File: src/rtl/lc3_mem_ctrl.sv
// rtl/lc3_mem_ctrl.sv - LC3 single-port memory controller and IF/D arbiter
//
// Shares one synchronous memory port between instruction fetch (if_*) and
// load/store (d_*). One transaction outstanding, fixed latency MEM_LAT,
// data-priority arbitration with a starvation counter that forces a fetch
// grant after STARVE_MAX consecutive contested losses.
//
// Ports:
//   clk, rst                    clock, synchronous active-high reset
//   if_req/if_addr              fetch request, held until if_gnt
//   if_gnt/if_rvalid/if_rdata   fetch grant and read response
//   d_req/d_we/d_addr/d_wdata   data request, held until d_gnt
//   d_gnt/d_rvalid/d_rdata      data grant and response (rdata 0 on writes)
//   mem_en/mem_we/mem_addr/mem_wdata/mem_rdata   memory port
//   busy                        high while not IDLE
// Optional macro LC3_MEM_CTRL_MMIO_EN adds io_en/io_we/io_addr/io_wdata/io_rdata;
// D accesses at or above 16'hFE00 then use the io port with 1-cycle latency.

module lc3_mem_ctrl #(
  parameter int ADDR_W     = 16,
  parameter int DATA_W     = 16,
  parameter int MEM_LAT    = 2,
  parameter int STARVE_MAX = 4
) (
  input  logic              clk,
  input  logic              rst,
  input  logic              if_req,
  input  logic [ADDR_W-1:0] if_addr,
  output logic              if_gnt,
  output logic              if_rvalid,
  output logic [DATA_W-1:0] if_rdata,
  input  logic              d_req,
  input  logic              d_we,
  input  logic [ADDR_W-1:0] d_addr,
  input  logic [DATA_W-1:0] d_wdata,
  output logic              d_gnt,
  output logic              d_rvalid,
  output logic [DATA_W-1:0] d_rdata,
  output logic              mem_en,
  output logic              mem_we,
  output logic [ADDR_W-1:0] mem_addr,
  output logic [DATA_W-1:0] mem_wdata,
  input  logic [DATA_W-1:0] mem_rdata,
`ifdef LC3_MEM_CTRL_MMIO_EN
  output logic              io_en,
  output logic              io_we,
  output logic [ADDR_W-1:0] io_addr,
  output logic [DATA_W-1:0] io_wdata,
  input  logic [DATA_W-1:0] io_rdata,
`endif
  output logic              busy
);

  typedef enum logic [1:0] {IDLE, ISSUE, WAIT, RESP} state_t;

  state_t      state_q, state_n;
  logic [3:0]  cnt_q, cnt_n;
  logic [3:0]  starve_q, starve_n;
  logic        owner_q, owner_n;   // 1 = D owns the transaction, 0 = IF
  logic        we_q, we_n;
  logic        io_q, io_n;         // transaction targets the io port

  logic              if_gnt_n, d_gnt_n, if_rvalid_n, d_rvalid_n;
  logic [DATA_W-1:0] if_rdata_n, d_rdata_n;
  logic              mem_en_n, mem_we_n;
  logic [ADDR_W-1:0] mem_addr_n;
  logic [DATA_W-1:0] mem_wdata_n;
  logic              busy_n;

  logic              pick_if;
  logic              d_is_io;
  logic [ADDR_W-1:0] sel_addr;
  logic [DATA_W-1:0] sel_wdata;
  logic              sel_we;
  logic [DATA_W-1:0] rsp_data;

`ifdef LC3_MEM_CTRL_MMIO_EN
  logic              io_en_n, io_we_n;
  logic [ADDR_W-1:0] io_addr_n;
  logic [DATA_W-1:0] io_wdata_n;

  assign d_is_io  = (d_addr >= 16'hFE00);
  assign rsp_data = io_q ? io_rdata : mem_rdata;
`else
  assign d_is_io  = 1'b0;
  assign rsp_data = mem_rdata;
`endif

  // D has priority unless IF has lost STARVE_MAX contested rounds in a row.
  assign pick_if   = if_req && (!d_req || (starve_q == 4'(STARVE_MAX)));
  assign sel_addr  = pick_if ? if_addr : d_addr;
  assign sel_wdata = pick_if ? '0 : d_wdata;
  assign sel_we    = pick_if ? 1'b0 : d_we;

  always_comb begin
    state_n     = state_q;
    cnt_n       = cnt_q;
    starve_n    = starve_q;
    owner_n     = owner_q;
    we_n        = we_q;
    io_n        = io_q;
    if_gnt_n    = 1'b0;
    d_gnt_n     = 1'b0;
    if_rvalid_n = 1'b0;
    d_rvalid_n  = 1'b0;
    if_rdata_n  = if_rdata;
    d_rdata_n   = d_rdata;
    mem_en_n    = 1'b0;
    mem_we_n    = 1'b0;
    mem_addr_n  = mem_addr;
    mem_wdata_n = mem_wdata;
`ifdef LC3_MEM_CTRL_MMIO_EN
    io_en_n     = 1'b0;
    io_we_n     = 1'b0;
    io_addr_n   = io_addr;
    io_wdata_n  = io_wdata;
`endif

    case (state_q)
      IDLE: begin
        if (if_req || d_req) begin
          state_n = ISSUE;
          owner_n = !pick_if;
          we_n    = sel_we;
          io_n    = !pick_if && d_is_io;
          if (pick_if) begin
            if_gnt_n = 1'b1;
            starve_n = '0;
          end else begin
            d_gnt_n = 1'b1;
            // A contested D win implies starve_q < STARVE_MAX, so no overflow.
            if (if_req) starve_n = starve_q + 4'd1;
          end
          // Grant and strobe are registered here so they are seen in ISSUE.
          if (!pick_if && d_is_io) begin
`ifdef LC3_MEM_CTRL_MMIO_EN
            io_en_n    = 1'b1;
            io_we_n    = sel_we;
            io_addr_n  = sel_addr;
            io_wdata_n = sel_wdata;
`endif
          end else begin
            mem_en_n    = 1'b1;
            mem_we_n    = sel_we;
            mem_addr_n  = sel_addr;
            mem_wdata_n = sel_wdata;
          end
        end
      end
      ISSUE: begin
        state_n = WAIT;
        cnt_n   = io_q ? 4'd0 : 4'(MEM_LAT - 1);
      end
      WAIT: begin
        if (cnt_q == 4'd0) begin
          state_n = RESP;
          if (owner_q) begin
            d_rvalid_n = 1'b1;
            d_rdata_n  = we_q ? '0 : rsp_data;
          end else begin
            if_rvalid_n = 1'b1;
            if_rdata_n  = rsp_data;
          end
        end else begin
          cnt_n = cnt_q - 4'd1;
        end
      end
      RESP: state_n = IDLE;
      default: state_n = IDLE;
    endcase

    busy_n = (state_n != IDLE);
  end

  always_ff @(posedge clk) begin
    if (rst) begin
      state_q   <= IDLE;
      cnt_q     <= '0;
      starve_q  <= '0;
      owner_q   <= 1'b0;
      we_q      <= 1'b0;
      io_q      <= 1'b0;
      if_gnt    <= 1'b0;
      d_gnt     <= 1'b0;
      if_rvalid <= 1'b0;
      d_rvalid  <= 1'b0;
      if_rdata  <= '0;
      d_rdata   <= '0;
      mem_en    <= 1'b0;
      mem_we    <= 1'b0;
      mem_addr  <= '0;
      mem_wdata <= '0;
      busy      <= 1'b0;
`ifdef LC3_MEM_CTRL_MMIO_EN
      io_en     <= 1'b0;
      io_we     <= 1'b0;
      io_addr   <= '0;
      io_wdata  <= '0;
`endif
    end else begin
      state_q   <= state_n;
      cnt_q     <= cnt_n;
      starve_q  <= starve_n;
      owner_q   <= owner_n;
      we_q      <= we_n;
      io_q      <= io_n;
      if_gnt    <= if_gnt_n;
      d_gnt     <= d_gnt_n;
      if_rvalid <= if_rvalid_n;
      d_rvalid  <= d_rvalid_n;
      if_rdata  <= if_rdata_n;
      d_rdata   <= d_rdata_n;
      mem_en    <= mem_en_n;
      mem_we    <= mem_we_n;
      mem_addr  <= mem_addr_n;
      mem_wdata <= mem_wdata_n;
      busy      <= busy_n;
`ifdef LC3_MEM_CTRL_MMIO_EN
      io_en     <= io_en_n;
      io_we     <= io_we_n;
      io_addr   <= io_addr_n;
      io_wdata  <= io_wdata_n;
`endif
    end
  end

endmodule

File: config.mk
export PLATFORM = sky130hd
export DESIGN_NAME = lc3_mem_ctrl
export DESIGN_NICKNAME = d
export VERILOG_FILES = /design/src/rtl/lc3_mem_ctrl.sv
export SDC_FILE = /design/constraint.sdc
export NUM_CORES = 1
export LEC_CHECK = 0
export ABC_AREA = 1
export CORE_ASPECT_RATIO = 1.4
export CORE_UTILIZATION = 31
export CTS_BUF_LIST = sky130_fd_sc_hd__clkbuf_8
export DETAILED_ROUTE_END_ITERATION = 16
export PLACE_DENSITY = 0.7
export REMOVE_ABC_BUFFERS = 1
export SETUP_SLACK_MARGIN = 0.1
export SYNTH_ARGS = -nofsm -noshare
export SYNTH_HDL_FRONTEND = slang
export SYNTH_SLANG_ARGS = --single-unit
File: constraint.sdc
create_clock -name clk -period 2.4 [get_ports clk]
set_input_delay 0.6 -clock clk [delete_from_list [all_inputs] [get_ports clk]]
set_output_delay 0.6 -clock clk [all_outputs]
set_load 0.01 [all_outputs]
==> flow_summary.json <==
{
  "status": "complete, no violations",
  "cts_setup_buffers": 0,
  "ant_nets": 0,
  "drt_iter0_drc": 154,
  "holdWs_ns": 0.471,
  "synthArstFlopShare_pct": 0,
  "r2r-start": "state_q[0]",
  "crit_fanout": 2,
  "via_per_inst": 4.65,
  "drcViolationCount": 0,
  "hp-class": "reg2reg",
  "path_class": "reg2out",
  "tns_ns": 0,
  "worst_slew_pin_slew_ns": 0.666,
  "synthFlopType": "dfxtp_1",
  "rrSetupSlack_ns": 0.61,
  "holdPathEnd": "d_rdata[10]",
  "nets": 688,
  "synth_top_area_cell": "dfxtp_1",
  "hold_depth": 2,
  "synthToLayoutAreaGrowth_pct": 47.6,
  "drv_slew": 0,
  "synth_common_cells": "83 x dfxtp_1, 83 x nand2_1, 81 x nor2_1",
  "use_met3_pct": 2.88,
  "die_w_um": 92.8,
  "drive_gt1_share_pct": 7.48,
  "wl_um": 9570,
  "clock_path_buffers": 2,
  "yosysTopAreaCellShare_pct": 46.4,
  "fp.coreArea_um2": 11300,
  "grt_max_degree": 33,
  "overflow": 0,
  "min_from": "d_rdata[10]",
  "power.density_nw_per_um2": 795,
  "initial_core_util_pct": 31.7,
  "synth_area_leaders": "dfxtp_1 46%, nand2_1 8.7%, nor2_1 8.5%",
  "diodes": 0,
  "irDropWorstVdd_uv": 343,
  "relSlewSlack_pct": 55.5,
  "reg2regPathDepth": 7,
  "io_buffers": 139,
  "cts_resized": 0,
  "r2r_end": "d_rdata[15]",
  "h-tree-depth": 3,
  "synth-seq-cells": 83,
  "root_buffer": "clkbuf_8",
  "avgRoutedWirePerCell_um": 12.6,
  "dp_hpwl_um": 7180,
  "post-route-min-period_ns": 1.88,
  "grt_pass1_wl_um": 15800,
  "synth_area_um2": 3580,
  "cts.sinks": 83,
  "synth_edf_count": 0,
  "cts_tree": "yes",
  "crit_path_max_incr_delay_ns": 0.59,
  "synth_cells": 479,
  "ys_seq_area_share_pct": 46.4,
  "endpoint_kind": "primary output",
  "setup_viol": 0,
  "grt_use_met1_pct": 19.3,
  "p_leak_uw": 0.00228,
  "die_y_um": 129,
  "synthDistinctLibCells": 31,
  "arrival_ns": 1.28,
  "ioPinCount": 140,
  "rsz0062_at_grt": "false",
  "critPathTopFamily": "buffers and inverters",
  "path_buf_inv": 1,
  "insertion_delay_ns": 0.35,
  "hold_buffers": 0,
  "ys.warnings.count": 0,
  "path_cells": "clkdlybuf4s50_1",
  "critPathRequiredTime_ns": 1.80,
  "grt_use_met2_pct": 28.7,
  "rows": 46,
  "antenna_found_initial": 0,
  "num_vias": 3531,
  "hold_violations": 0,
  "syn-mean-instance-area_um2": 7.47,
  "startpoint_type": "register",
  "cts_buffers": 9,
  "dr.pass1.iters": 4,
  "gp_congestion": 0.810,
  "fmax_mhz": 533,
  "dieArea_um2": 12000,
  "cap_viol_max_count": 0,
  "top_usage_layer": "met2",
  "grtUsageTotal_pct": 16.3,
  "first_global_vias": 3431,
  "fin_crit_sh_pct": 78.2,
  "path_clk_slew_ns": 0.08,
  "skew_ns": 0.00667,
  "cpMaxStageDelayCell": "clkdlybuf4s50_1"
}
-- layout make-up --
| cell class | count | area [µm²] |
|---|---|---|
| repair buffers | 148 | 1470 |
| inverters | 48 | 183 |
| clock inverters | 5 | 71.3 |
| fillers | 1164 | 6000 |
| well taps | 144 | 180 |
| multi-input cells | 321 | 1580 |
| clock buffers | 10 | 138 |
| flip-flops and latches | 83 | 1660 |
-- state kept, by name, indices dropped and copies added (netlist names), 2 cells and up --
register	count
state_q	2
if_rdata	16
cnt_q	4
mem_addr	16
starve_q	4
d_rdata	16
mem_wdata	16
-- worst max-delay path by stage --
stage,start,endpoint,slack [ns],cells past startpoint
floorplan,rst,d_rdata[0],0.39,3
global placement,rst,mem_wdata[0],0.39,7
detailed placement,if_req,mem_addr[15],0.34,6
CTS,if_rdata[6],if_rdata[6],0.51,1
global route,state_q[0],d_rdata[15],0.46,7
finish,if_rdata[6],if_rdata[6],0.52,1
-- where the power goes --
group | internal, µW | total, µW | switching (µW)
Clock | 598 | 1070 | 472
Sequential | 1600 | 1750 | 146
Combinational | 657 | 1380 | 720
Total | 2860 | 4200 | 1340
-- metrics by stage --
stage / worst slack (ns) / area (µm²) / utilization [%] / total power [µW] / std cells
after detailed placement: 0.340 / 5070 / 45.0 / 3160 / 744
final: 0.523 / 5280 / 46.8 / 4200 / 759
after global placement: 0.386 / 5070 / 45.0 / 3130 / 744
after floorplan: 0.392 / 3420 / - / 2450 / 452
after CTS: 0.510 / 5280 / 46.8 / 4240 / 759
after global routing: 0.458 / 5280 / 46.8 / 4480 / 759
-- worst register-to-register path, stage by stage, from the launching register on --
cell and delay [ns]:
dfxtp_1 0.32, inv_1 0.12, ha_1 0.29, inv_1 0.13
nor2_4 0.31, nand2_2 0.27, nand3_1 0.18, o21ai_2 0.07
-- layout by cell type (no fill, tap or decap), types with 2 or more instances in the layout --
master and count:
ha_1 8, bufinv_16 2, or2_2 2, nand2_2 3
nand4_1 3, clkdlybuf4s50_1 139, nand3_1 54, clkbuf_8 10
inv_2 5, nor2_1 81, dfxtp_1 83, xor2_1 2
a21oi_1 32, inv_1 45, o21ai_2 7, nor3_1 2
buf_4 8, nand2_1 83, o21ai_0 33, o21ai_1 3
-- logic make-up (layout without fill, tap and decap cells) --
kind of cell,Yosys count,in the layout,share of synthesized area [%]
simple gates,234,234,28.8
flops,83,83,46.4
compound gates,77,77,11.9
buf+inv,75,211,9.55
fa+ha+maj,8,8,2.80
xor+xnor,2,2,0.490
-- layer usage --
metal	vias to the layer above	part of all wire, %
li1	1787	-
met1	1625	43
met2	103	50
met3	16	4.4
met4	0	2.4
met5	-	0
Note: power is estimated with default switching activity, not from simulation.
==> RTL change, RTL diff (config.mk and constraints unchanged) <==
Change the parameter `ADDR_W` from 16 to 15.
--- a/src/rtl/lc3_mem_ctrl.sv
+++ b/src/rtl/lc3_mem_ctrl.sv
@@ -18,5 +18,5 @@
 
 module lc3_mem_ctrl #(
-  parameter int ADDR_W     = 16,
+  parameter int ADDR_W     = 15,
   parameter int DATA_W     = 16,
   parameter int MEM_LAT    = 2,
Interface: changed (resized d_addr, if_addr and mem_addr); port bits go from 140 to 137. No check against the original RTL was run, so the function may have changed too.
==> RTL change against the original RTL <==
Sequential cell count fell by 1. Highest routed layer unchanged. Register-to-register slack improved by 0.09 ns. Wire length fell by 0.86%. Setup slack improved by 0.0049 ns. Critical path depth did not move. Power rose by 2.1%. Via count fell by 2.5%. Die area fell by 1.7%. Area after synthesis fell by 1.7%. Final area fell by 1.4%. Global-route usage rose by 0.30 points. Sequential power fell by 3%. Count of clock-buffer cells in the layout did not move.
==> RTL change: results (changes against the original RTL) <==
place_ws_ns: 0.3279  # was 0.3402 ns
met3WireLength_um: 529  # was 418 um
ys_seq_area_share_pct: 46.69  # was 46.43%
ys_types: 29  # was 31
inverters: 47  # was 48
synth-async-reset-ratio_pct: 0  # unchanged
p_sw_mw: 1.341  # was 1.338 mW
routedWlPerCell_um: 12.75  # was 12.60 um
vdd_drop_max_mv: 0.2927  # was 0.3428 mV
leakage_nw: 2.234  # was 2.276 nW
num_vias: 3443  # was 3531
n_all_buffers: 144  # was 148
power.internal_mw: 2.945  # was 2.858 mW
track_usage_pct: 16.62  # was 16.32%
register_area_mm2: 0.001642  # was 0.001662 mm^2
top_layer: "met4"  # unchanged
use_met1_pct: 16.94  # was 19.32%
multi_input_area_share_pct: 29.47  # was 29.83%
buf_share_pct: 27.55  # was 27.87%
wl_met1_um: 3680  # was 4092 um
grt_max_degree: 63  # was 33
dp.cells: 729  # was 744
p_seq_mw: 1.70  # was 1.75 mW
critPathMaxStageDelay_ns: 0.55  # was 0.59 ns
arrival_ns: 1.27
place_area_mm2: 0.004965  # was 0.005071 mm^2
synth-seq-cells: 82  # was 83
clock_cell_area_share_pct: 4.615  # was 3.957%
p_clk_share_pct: 28.2  # was 25.5%
grt_pass1_wl_um: 15600  # was 15770 um
dp_hpwl_um: 6809  # was 7175 um
status: "completed"  # unchanged
avgSynthCellArea_um2: 7.465  # was 7.471 um^2
grt_pass1_vias: 3475  # was 3431
fill_cells: 1106  # was 1164
stdcell_area_mm2: 0.005205  # was 0.005280 mm^2
wl_met2_um: 5005  # was 4825 um
multi_input_comb_cells: 315  # was 321
nets: 674  # was 688
final_layout_size_suffix_gt1_share_pct: 7.463  # was 7.480%
io_buffers: 136  # was 139
post_cts_buffers: 0  # unchanged
finClkSkew_ns: 0.006211  # was 0.006673 ns
cp_max_fo: 2  # unchanged
tightest_slew_ns: 0.3965  # was 0.6660 ns
syn_inst: 471  # was 479
synth_common_cells: "84 x nand2_1, 82 x dfxtp_1, 78 x nor2_1"  # was 83 x dfxtp_1, 83 x nand2_1, 81 x nor2_1
grtUsageMet2_pct: 31.17  # was 28.72%
gp_congestion: 0.7651  # was 0.8096
## RTL change: path summary, 6_finish.rpt
| check | from | endpoint | slack, ns | cells past startpoint |
|---|---|---|---|---|
| max reg2reg | state_q[0]$_SDFF_PP0_ | d_rdata[15]$_SDFFE_PP0P_ | 0.70 | 8 |
| min reg2reg | mem_wdata[1]$_SDFFE_PP0N_ | mem_wdata[1]$_SDFFE_PP0N_ | 0.47 | 2 |
| max | d_rdata[3]$_SDFFE_PP0P_ | d_rdata[3] | 0.53 | 1 |
| min | mem_wdata[1]$_SDFFE_PP0N_ | mem_wdata[1]$_SDFFE_PP0N_ | 0.47 | 2 |
## RTL change: cells by family after synthesis
group                      after synthesis  share of synthesized area (%)
xor gates and xnor gates                 2                         0.4983
DFF                                     82                          46.69
adders and majority gates                8                          2.847
buffers and inverters                   74                          9.679
and+or+nand+nor                        230                          28.68
AOI/OAI and AO/OA                       75                          11.60
